$ cat src/rtl/mem_word_arbiter.sv
// rtl/mem_word_arbiter.sv - two-requester arbiter and sequencer for one shared word memory
//
// Build option: MEMARB_FIXED_PRIO_EN
//   undefined (default) : round-robin between A and B when both request
//   defined             : A always wins a tie; B is served only when a_req=0
//
// Ports:
//   clk, rst_n                      clock (rising edge), asynchronous active-low reset
//   a_req/a_we/a_addr/a_wdata       port A command, held stable until a_ack
//   a_ack, a_rdata                  port A completion pulse, read data (held until next A read)
//   b_*                             same as port A, for port B
//   mem_we/mem_addr/mem_data        registered memory command
//   mem_out                         memory read data
module mem_word_arbiter #(
  parameter int ADDR_W = 6,
  parameter int DATA_W = 16
) (
  input  logic              clk,
  input  logic              rst_n,
  input  logic              a_req,
  input  logic              a_we,
  input  logic [ADDR_W-1:0] a_addr,
  input  logic [DATA_W-1:0] a_wdata,
  output logic              a_ack,
  output logic [DATA_W-1:0] a_rdata,
  input  logic              b_req,
  input  logic              b_we,
  input  logic [ADDR_W-1:0] b_addr,
  input  logic [DATA_W-1:0] b_wdata,
  output logic              b_ack,
  output logic [DATA_W-1:0] b_rdata,
  output logic              mem_we,
  output logic [ADDR_W-1:0] mem_addr,
  output logic [DATA_W-1:0] mem_data,
  input  logic [DATA_W-1:0] mem_out
);

  typedef enum logic [1:0] {
    IDLE    = 2'd0,
    ACCESS  = 2'd1,
    CAPTURE = 2'd2,
    DONE    = 2'd3
  } state_t;

  state_t state, state_d;

  // 0 = port A, 1 = port B
  logic owner_b;
  logic last_grant_b;

  logic grant_valid;
  logic grant_b;

  // State register
  always_ff @(posedge clk or negedge rst_n) begin
    if (!rst_n) begin
      state <= IDLE;
    end else begin
      state <= state_d;
    end
  end

  // Next state and arbitration decision
  always_comb begin
    state_d     = state;
    grant_valid = 1'b0;
    grant_b     = 1'b0;
    case (state)
      IDLE: begin
        if (a_req || b_req) begin
          grant_valid = 1'b1;
`ifdef MEMARB_FIXED_PRIO_EN
          grant_b     = b_req && !a_req;
`else
          // On a tie, the port that did not win last time goes next.
          grant_b     = b_req && (!a_req || !last_grant_b);
`endif
          state_d     = ACCESS;
        end
      end
      // mem_we still carries the granted command's direction during ACCESS.
      ACCESS:  state_d = mem_we ? DONE : CAPTURE;
      CAPTURE: state_d = DONE;
      DONE:    state_d = IDLE;
      default: state_d = IDLE;
    endcase
  end

  // Datapath: registered memory command, acks and per-port read data
  always_ff @(posedge clk or negedge rst_n) begin
    if (!rst_n) begin
      owner_b      <= 1'b0;
      last_grant_b <= 1'b1;
      mem_we       <= 1'b0;
      mem_addr     <= '0;
      mem_data     <= '0;
      a_ack        <= 1'b0;
      b_ack        <= 1'b0;
      a_rdata      <= '0;
      b_rdata      <= '0;
    end else begin
      // Ack is high only in the cycle spent in DONE.
      a_ack <= (state_d == DONE) && !owner_b;
      b_ack <= (state_d == DONE) && owner_b;

      case (state)
        IDLE: begin
          if (grant_valid) begin
            owner_b      <= grant_b;
            last_grant_b <= grant_b;
            mem_we       <= grant_b ? b_we    : a_we;
            mem_addr     <= grant_b ? b_addr  : a_addr;
            mem_data     <= grant_b ? b_wdata : a_wdata;
          end
        end
        ACCESS: begin
          mem_we <= 1'b0;
        end
        CAPTURE: begin
          if (owner_b) begin
            b_rdata <= mem_out;
          end else begin
            a_rdata <= mem_out;
          end
        end
        default: begin
        end
      endcase
    end
  end

endmodule

$ cat config.mk
export PLATFORM = sky130hd
export DESIGN_NAME = mem_word_arbiter
export DESIGN_NICKNAME = d
export VERILOG_FILES = /design/src/rtl/mem_word_arbiter.sv
export SDC_FILE = /design/constraint.sdc
export NUM_CORES = 1
export LEC_CHECK = 0
export ABC_AREA = 0
export BUFFER_PORTS_ARGS = -buffer_cell sky130_fd_sc_hd__buf_2
export CAP_MARGIN = 10
export CORE_ASPECT_RATIO = 0.7
export CORE_MARGIN = 4
export CORE_UTILIZATION = 40
export DETAILED_ROUTE_END_ITERATION = 8
export GPL_ROUTABILITY_DRIVEN = 0
export PLACE_DENSITY = 0.71
export SYNTH_ARGS = -nofsm -noshare
export SYNTH_HDL_FRONTEND = slang
export SYNTH_SLANG_ARGS = --single-unit
$ cat constraint.sdc
create_clock -name clk -period 2.1 [get_ports clk]
set_input_delay 0.42 -clock clk [delete_from_list [all_inputs] [get_ports clk]]
set_output_delay 0.42 -clock clk [all_outputs]
set_load 0.05 [all_outputs]
---- Word-level counts from Yosys, hierarchy flattened ----
Index checks and enable logic that the tools add are counted.
cells by class
  equal/unequal tests ..................... 5
  mux-type cells .......................... 12
  bitwise logic cells ..................... 1
  reduce and logical (&&, ||, !) cells .... 14
operators with widths
  operator            number
  $mux 16             1
  $pmux 2 s4          1
  $reduce_and 2->1    4
  $mux 1              7
  $eq 2x2->1 const B  3
  $mux 6              1
  $logic_and 1x1->1   3
  $logic_not 1->1     3
  $eq 2x1->1 const B  1
  $logic_not 2->1     1
  $logic_or 1x1->1    2
  $mux 2              1
  $ne 2x2->1 const B  1
  $pmux 1 s2          1
  $reduce_bool 2->1   1
  $not 1->1           1
word-level totals
  register bits after elaboration ......... 61
  word-level logic and storage cells ...... 42

---- Longest topological paths before layout ----
Gate-level depths: netlist (run 1).
  word-level depth ........................ 8
  depth in mapped cells ................... 7
  mapped depth without buffers ............ 6

---- Worst setup path before layout (run 1) ----
No wires, ideal clock.
  kind .................................... register -> register
  start ................................... reg state[0]
  end ..................................... reg a_rdata[10]
  setup time .............................. 0.125 ns
  data arrival time ....................... 1.367 ns
  slack ................................... 0.608 ns
  stages on the path, launching flop included .. 7
  path buffers ............................ 2
  period minus slack after synthesis ...... 1.492 ns
  cells stage by stage .................... dfrtp_1 > inv_1 > ha_1 > nor2b_1 > buf_6 > buf_8 > mux2_4
between the ends
  word-level cells in the longest chain between the ends .. 2
ends and longest elaborated chain
  what                        line  text
  from (decl)                 45    state_t state, state_d;
  from (signal assigned)      59    state <= state_d;
  $eq 2x2->1                  106   case (state)
  $reduce_and 2->1 (no line)  -
  to (signal assigned)        123   a_rdata <= mem_out;
  to (decl)                   25    output logic [DATA_W-1:0] a_rdata,
No other way between the ends.
A chain may end at the register's enable or synchronous reset.

---- Worst setup path in the final report (run 1) ----
  start ................................... reg state[0]
  end ..................................... reg mem_we
between the ends
  word-level cells in the longest chain between the ends .. 5
  elaborated cells on any way between the ends .. 10
  classes of those cells .................. eq/ne (2); mux (5); reduce/logical (3)
ends and longest elaborated chain
  what                  line     text
  $logic_not 2->1       68, 106
  $mux 1                68       case (state)
  $mux 1                111      mem_we <= grant_b ? b_we : a_we;
  $mux 1                108      if (grant_valid) begin
  $pmux 1 s2            106
  to (signal assigned)  111
  to (decl)             32       output logic mem_we,
Several ways; a longest one is shown, not always the timed one. The select of a mux whose other input is x is not followed.

==> results of run 1 <==
==> synth_stat cells, drive strengths merged, types with 2 or more instances <==
cell   instances
o21ai         24
mux2i         23
nand3          2
inv            2
ha             3
dfrtp         60
nand2         29
mux2          32
nor2b          2
buf            9
==> worst max-delay path by stage <==
stage                               to  slack [ns]  depth (start not counted)
6_report            mem_we$_DFFE_PN0P_        0.30                          5
5_1_grt             mem_we$_DFFE_PN0P_        0.13                          5
4_1_cts             mem_we$_DFFE_PN0P_        0.26                          5
3_5_place_dp           b_ack$_DFF_PN0_        0.11                          4
3_3_place_gp           b_ack$_DFF_PN0_        0.15                          4
2_1_floorplan  a_rdata[10]$_DFFE_PN0P_        0.61                          6
==> registers in the layout (all words and copies together) (netlist names) <==
name	flops
b_rdata	16
state	2
mem_we	1
a_rdata	16
mem_addr	6
owner_b	1
mem_data	16
last_grant_b	1
a_ack	1
b_ack	1
==> metrics by stage <==
step | util [%] | instance area (um2)
final | 56.3 | 3520
after global routing | 56.3 | 3520
after CTS | 56.3 | 3520
after detailed placement | 52.0 | 3250
after global placement | 52.0 | 3250
after floorplan | - | 2590
==> metal layers <==
metal | track usage, % | vias up | wire (um)
met5 | 0 | - | 0
met4 | 4.42 | 0 | 70
met3 | 7.37 | 6 | 456
met2 | 25.3 | 70 | 2650
met1 | 17.3 | 845 | 2410
li1 | - | 916 | -
==> logic make-up (layout without fill, tap and decap cells) <==
kind of cell | after synthesis | in the layout | share of synthesized area [%]
muxes | 55 | 55 | 24.3
buffers and inverters | 12 | 142 | 3.62
DFF | 61 | 61 | 59.0
AOI/OAI and AO/OA | 26 | 26 | 5.37
adders and majority gates | 3 | 3 | 1.45
and+or+nand+nor | 36 | 36 | 6.28
==> cell type report <==
| type | count | area (um2) | share of cell area, % |
|---|---|---|---|
| Clock buffer | 9 | 124 | 3.52 |
| Timing Repair Buffer | 124 | 638 | 18.1 |
| Sequential cell | 61 | 1530 | 43.4 |
| Tap cell | 78 | 97.6 | 2.77 |
| Inverter | 2 | 7.51 | 0.213 |
| Clock inverter | 7 | 146 | 4.16 |
| Multi-Input combinational cell | 120 | 977 | 27.8 |
==> metrics.yaml, run 1 <==
final_layout:
  layout_common_cells: "122 x buf_2, 60 x dfrtp_1, 28 x nand2_1, 23 x mux2i_1, 22 x mux2_2"
  antenna_cells: 0
  fillCellCount: 562
  drive_gt1_share_pct: 54.8
  layout_commonest_cell: "buf_2"
  final_nets: 387
  fin_cells: 401
  synthToLayoutAreaGrowth_pct: 35.9
drt:
  drt-initial-drc-count: 41
  wire_per_inst_um: 13.9
  drt_first_pass_iters: 4
  drc: 0
  wirelength_um: 5590
  vias: 1837
  via_per_inst: 4.58
  ant_nets: 0
worst_setup_path:
  r2r_cells: 5
  cp_max_fo: 25
  crit_family: "simple AND/OR/NAND/NOR gates"
  worstPathCellList: "inv_1, ha_1, nand3_4, mux2i_1, o31ai_1"
  critPathLaunch: "state[0]$_DFF_PN0_"
  cp.required_ns: 2.32
  max_stage_delay_ns: 0.42
  cp.arrival_ns: 2.02
  critical_path_class: "reg -> reg"
  rr_startpoint: "state[0]$_DFF_PN0_"
  ff2ff_setup_slack_ns: 0.30
  endpoint_kind: "register"
  crit_buf_inv: 1
  critical_path.startpoint_type: "register"
  slowest_stage: "nand3_4"
  r2r_end: "mem_we$_DFFE_PN0P_"
clock_network:
  cts_tree: "done"
  clock_path_buffers: 2
  clk-insertion-delay-late_ns: 0.33
  ctsResizeCount: 0
  clkTransAtPathRegs_ns: 0.07
  cts_root_buf: "clkbuf_8"
  clock_sinks: 61
  cts_buffers: 9
  htree_levels: 3
  holdBufCountCts: 0
  post-cts-setup-buffers: 0
die:
  num_rows: 24
  ioPinCount: 123
  core_area_mm2: 0.00625
  die_w_um: 104
  dieArea_mm2: 0.00784
  die_h_um: 75.3
  start_util_pct: 41.4
grt:
  overflow: 0
  grt_pass1_vias: 1966
  grt_max_degree: 62
  antenna_found_initial: 0
  grt_usage_pct: 15.0
  grt_pass1_wl_um: 9210
yosys:
  synth_warnings: 0
  synth-seq-area-share_pct: 59.0
  synth.avg_cell_area_um2: 13.4
  synth_top_cell_area_share_pct: 58.0
  synthesis.nets: 262
  yosysUniqueCellTypes: 25
  yosys.area.top_type: "dfrtp_1"
  ys_top_cells_by_area: "dfrtp_1 58%, mux2_2 9.6%, mux2i_1 8.9%"
  async_flop_share_pct: 100
  ys_ff_latch: 61
  synthFlopType: "dfrtp_1"
  syn_area_mm2: 0.00259
  synth_edf_count: 0
  syn-instance-count: 193
sta:
  final-max-slew-violation-count: 0
  finClkSkew_ns: 0.00560
  hold_ws_ns: 0.0876
  rsz0062_at_grt: "no"
  setup_viol: 0
  period_needed_ns: 1.80
  slew_headroom_pct: 31.1
  setup_ws_ns: 0.305
  fin_setup_tns_ns: 0
  max_freq_mhz: 557
  tightest_slew_ns: 1.03
  hold_viol_final: 0
  period_share_pct: 85.5
min_path:
  min_path_type: "in -> async"
flow_run:
  maxCapViolCount: 0
placed_design:
  dp_hpwl_um: 4140
  place_inst: 385
  pre_cts_ws_ns: 0.105
  port_buffers: 122
outcome:
  outcome: "finished clean"
Power of run 1 is not shown: default switching activity piles up to over one toggle a cycle in this logic, so the estimate is an artifact.
==> run 2, diff against run 1 <==
--- a/config.mk
+++ b/config.mk
@@ -8,12 +8,15 @@
 export ABC_AREA = 0
 export BUFFER_PORTS_ARGS = -buffer_cell sky130_fd_sc_hd__buf_2
 export CAP_MARGIN = 10
+export CELL_PAD_IN_SITES_DETAIL_PLACEMENT = 2
+export CELL_PAD_IN_SITES_GLOBAL_PLACEMENT = 2
 export CORE_ASPECT_RATIO = 0.7
 export CORE_MARGIN = 4
-export CORE_UTILIZATION = 40
+export CORE_UTILIZATION = 28
 export DETAILED_ROUTE_END_ITERATION = 8
 export GPL_ROUTABILITY_DRIVEN = 0
-export PLACE_DENSITY = 0.71
+export PLACE_DENSITY_LB_ADDON = 0.1
+export SKIP_CTS_REPAIR_TIMING = 1
 export SYNTH_ARGS = -nofsm -noshare
 export SYNTH_HDL_FRONTEND = slang
 export SYNTH_SLANG_ARGS = --single-unit
==> run 2 against run 1 <==
Die area up 39%; first-iteration DRC count up 51%; critical path depth increased by 1; sequential share of layout area shrank 1.4 points; non-clock buffer count up 2; clock skew is 0.0016 ns lower; design area up 3.2%; critical endpoint is now mem_addr[1]$_DFFE_PN0P_; highest routed layer unchanged.
==> metrics.yaml, run 2 (synthesis results as in run 1) <==
drt:
  vias: 1955
  drt-initial-drc-count: 62
  wirelength_um: 6760
  via_per_inst: 4.35
  drc: 0
  ant_nets: 0
  wire_per_inst_um: 15.0
  drt_first_pass_iters: 4
clock_network:
  htree_levels: 3
  clock_sinks: 61
  clk-insertion-delay-late_ns: 0.32
  cts_buffers: 9
  cts_root_buf: "clkbuf_16"
  clkTransAtPathRegs_ns: 0.05
  clock_path_buffers: 2
  cts_tree: "done"
worst_setup_path:
  ff2ff_setup_slack_ns: 0.40
  critical_path.startpoint_type: "register"
  cp.required_ns: 2.30
  endpoint_kind: "register"
  critical_path_class: "reg -> reg"
  cp.arrival_ns: 1.90
  r2r_cells: 6
  r2r_end: "mem_addr[1]$_DFFE_PN0P_"
  cp_max_fo: 25
  rr_startpoint: "state[0]$_DFF_PN0_"
sta:
  max_freq_mhz: 590
  period_share_pct: 80.8
  hold_viol_final: 0
  setup_viol: 0
  final-max-slew-violation-count: 0
  finClkSkew_ns: 0.00401
  slew_headroom_pct: 71.1
  period_needed_ns: 1.70
  tightest_slew_ns: 0.433
  rsz0062_at_grt: "no"
  fin_setup_tns_ns: 0
placed_design:
  port_buffers: 122
  dp_hpwl_um: 4900
final_layout:
  layout_common_cells: "122 x buf_2, 60 x dfrtp_1, 28 x nand2_1, 23 x mux2i_1, 22 x mux2_2"
  ff_latch_area_mm2: 0.00153
  reg_top3: "a_rdata: 16 flops, b_rdata: 16 flops, mem_data: 16 flops"
  final_nets: 389
  layout_commonest_cell: "buf_2"
  multiInputGateArea_um2: 977
  drive_gt1_share_pct: 55.1
  antenna_cells: 0
  fillCellCount: 960
  synthToLayoutAreaGrowth_pct: 40.3
min_path:
  min_path_type: "in -> async"
die:
  die_h_um: 88.5
  dieArea_mm2: 0.0109
  core_area_mm2: 0.00903
  num_rows: 29
  start_util_pct: 28.7
  die_w_um: 123
  ioPinCount: 123
grt:
  grt_pass1_vias: 2141
  grt_pass1_wl_um: 10800
  overflow: 0
  antenna_found_initial: 0
  grt_max_degree: 62
  grt_usage_pct: 12.9
outcome:
  outcome: "finished clean"
flow_run:
  maxCapViolCount: 0
run 2: cell types whose count changed in the layout (fill, tap and decap cells not counted):
cell        previous run  this run
inv_6                  1         2
clkbuf_8               9         0
buf_12                 1         2
clkinvlp_4             0         1
buf_4                  1         2
clkinv_2               0         2
bufinv_16              4         1
clkbuf_16              0         9
clkinv_4               2         1
run 2: per-stage QoR:
step                cell area (um2)  instances  hold slack (ns)  setup slack, ns  util (%)
global placement               3330        433            0.449            0.459      36.9
CTS                            3630        449            0.106            0.370      40.2
finish                         3630        449            0.100            0.404      40.2
global route                   3630        449            0.121            0.246      40.2
floorplan                      2590        193            0.124            0.608         -
detailed placement             3330        433            0.459            0.375      36.9
run 2: worst max-delay path by stage:
stage,start,to,slack [ns],cells past startpoint
3_3_place_gp,state[0]$_DFF_PN0_,mem_addr[2]$_DFFE_PN0P_,0.46,6
4_1_cts,state[0]$_DFF_PN0_,mem_addr[1]$_DFFE_PN0P_,0.37,6
2_1_floorplan,state[0]$_DFF_PN0_,a_rdata[10]$_DFFE_PN0P_,0.61,6
3_5_place_dp,state[0]$_DFF_PN0_,mem_addr[1]$_DFFE_PN0P_,0.38,6
6_report,state[0]$_DFF_PN0_,mem_addr[1]$_DFFE_PN0P_,0.40,6
5_1_grt,state[0]$_DFF_PN0_,mem_data[1]$_DFFE_PN0P_,0.25,6
run 2: final cells by class:
cell class | instances | area share, %
Sequential cell | 61 | 42.1
Multi-Input combinational cell | 120 | 26.9
Timing Repair Buffer | 126 | 18.3
Clock buffer | 9 | 6.20
Tap cell | 124 | 4.27
Clock inverter | 7 | 2.03
Inverter | 2 | 0.207
run 2: critical path, cell delays in order, from the launching register on:
cell	delay (ns)
dfrtp_1	0.38
inv_1	0.08
ha_1	0.30
nand3_4	0.08
buf_4	0.39
mux2i_1	0.28
o21ai_1	0.08
run 2: layer usage:
metal  global-route usage, %  up-vias  part of all wire, %
met5                       0        -                    0
met4                    5.49        0                  1.5
met3                    4.73        7                  8.5
met2                    20.3       79                   46
met1                    16.2      946                   44
li1                        -      923                    -
Power of run 2 is left out for the same reason.
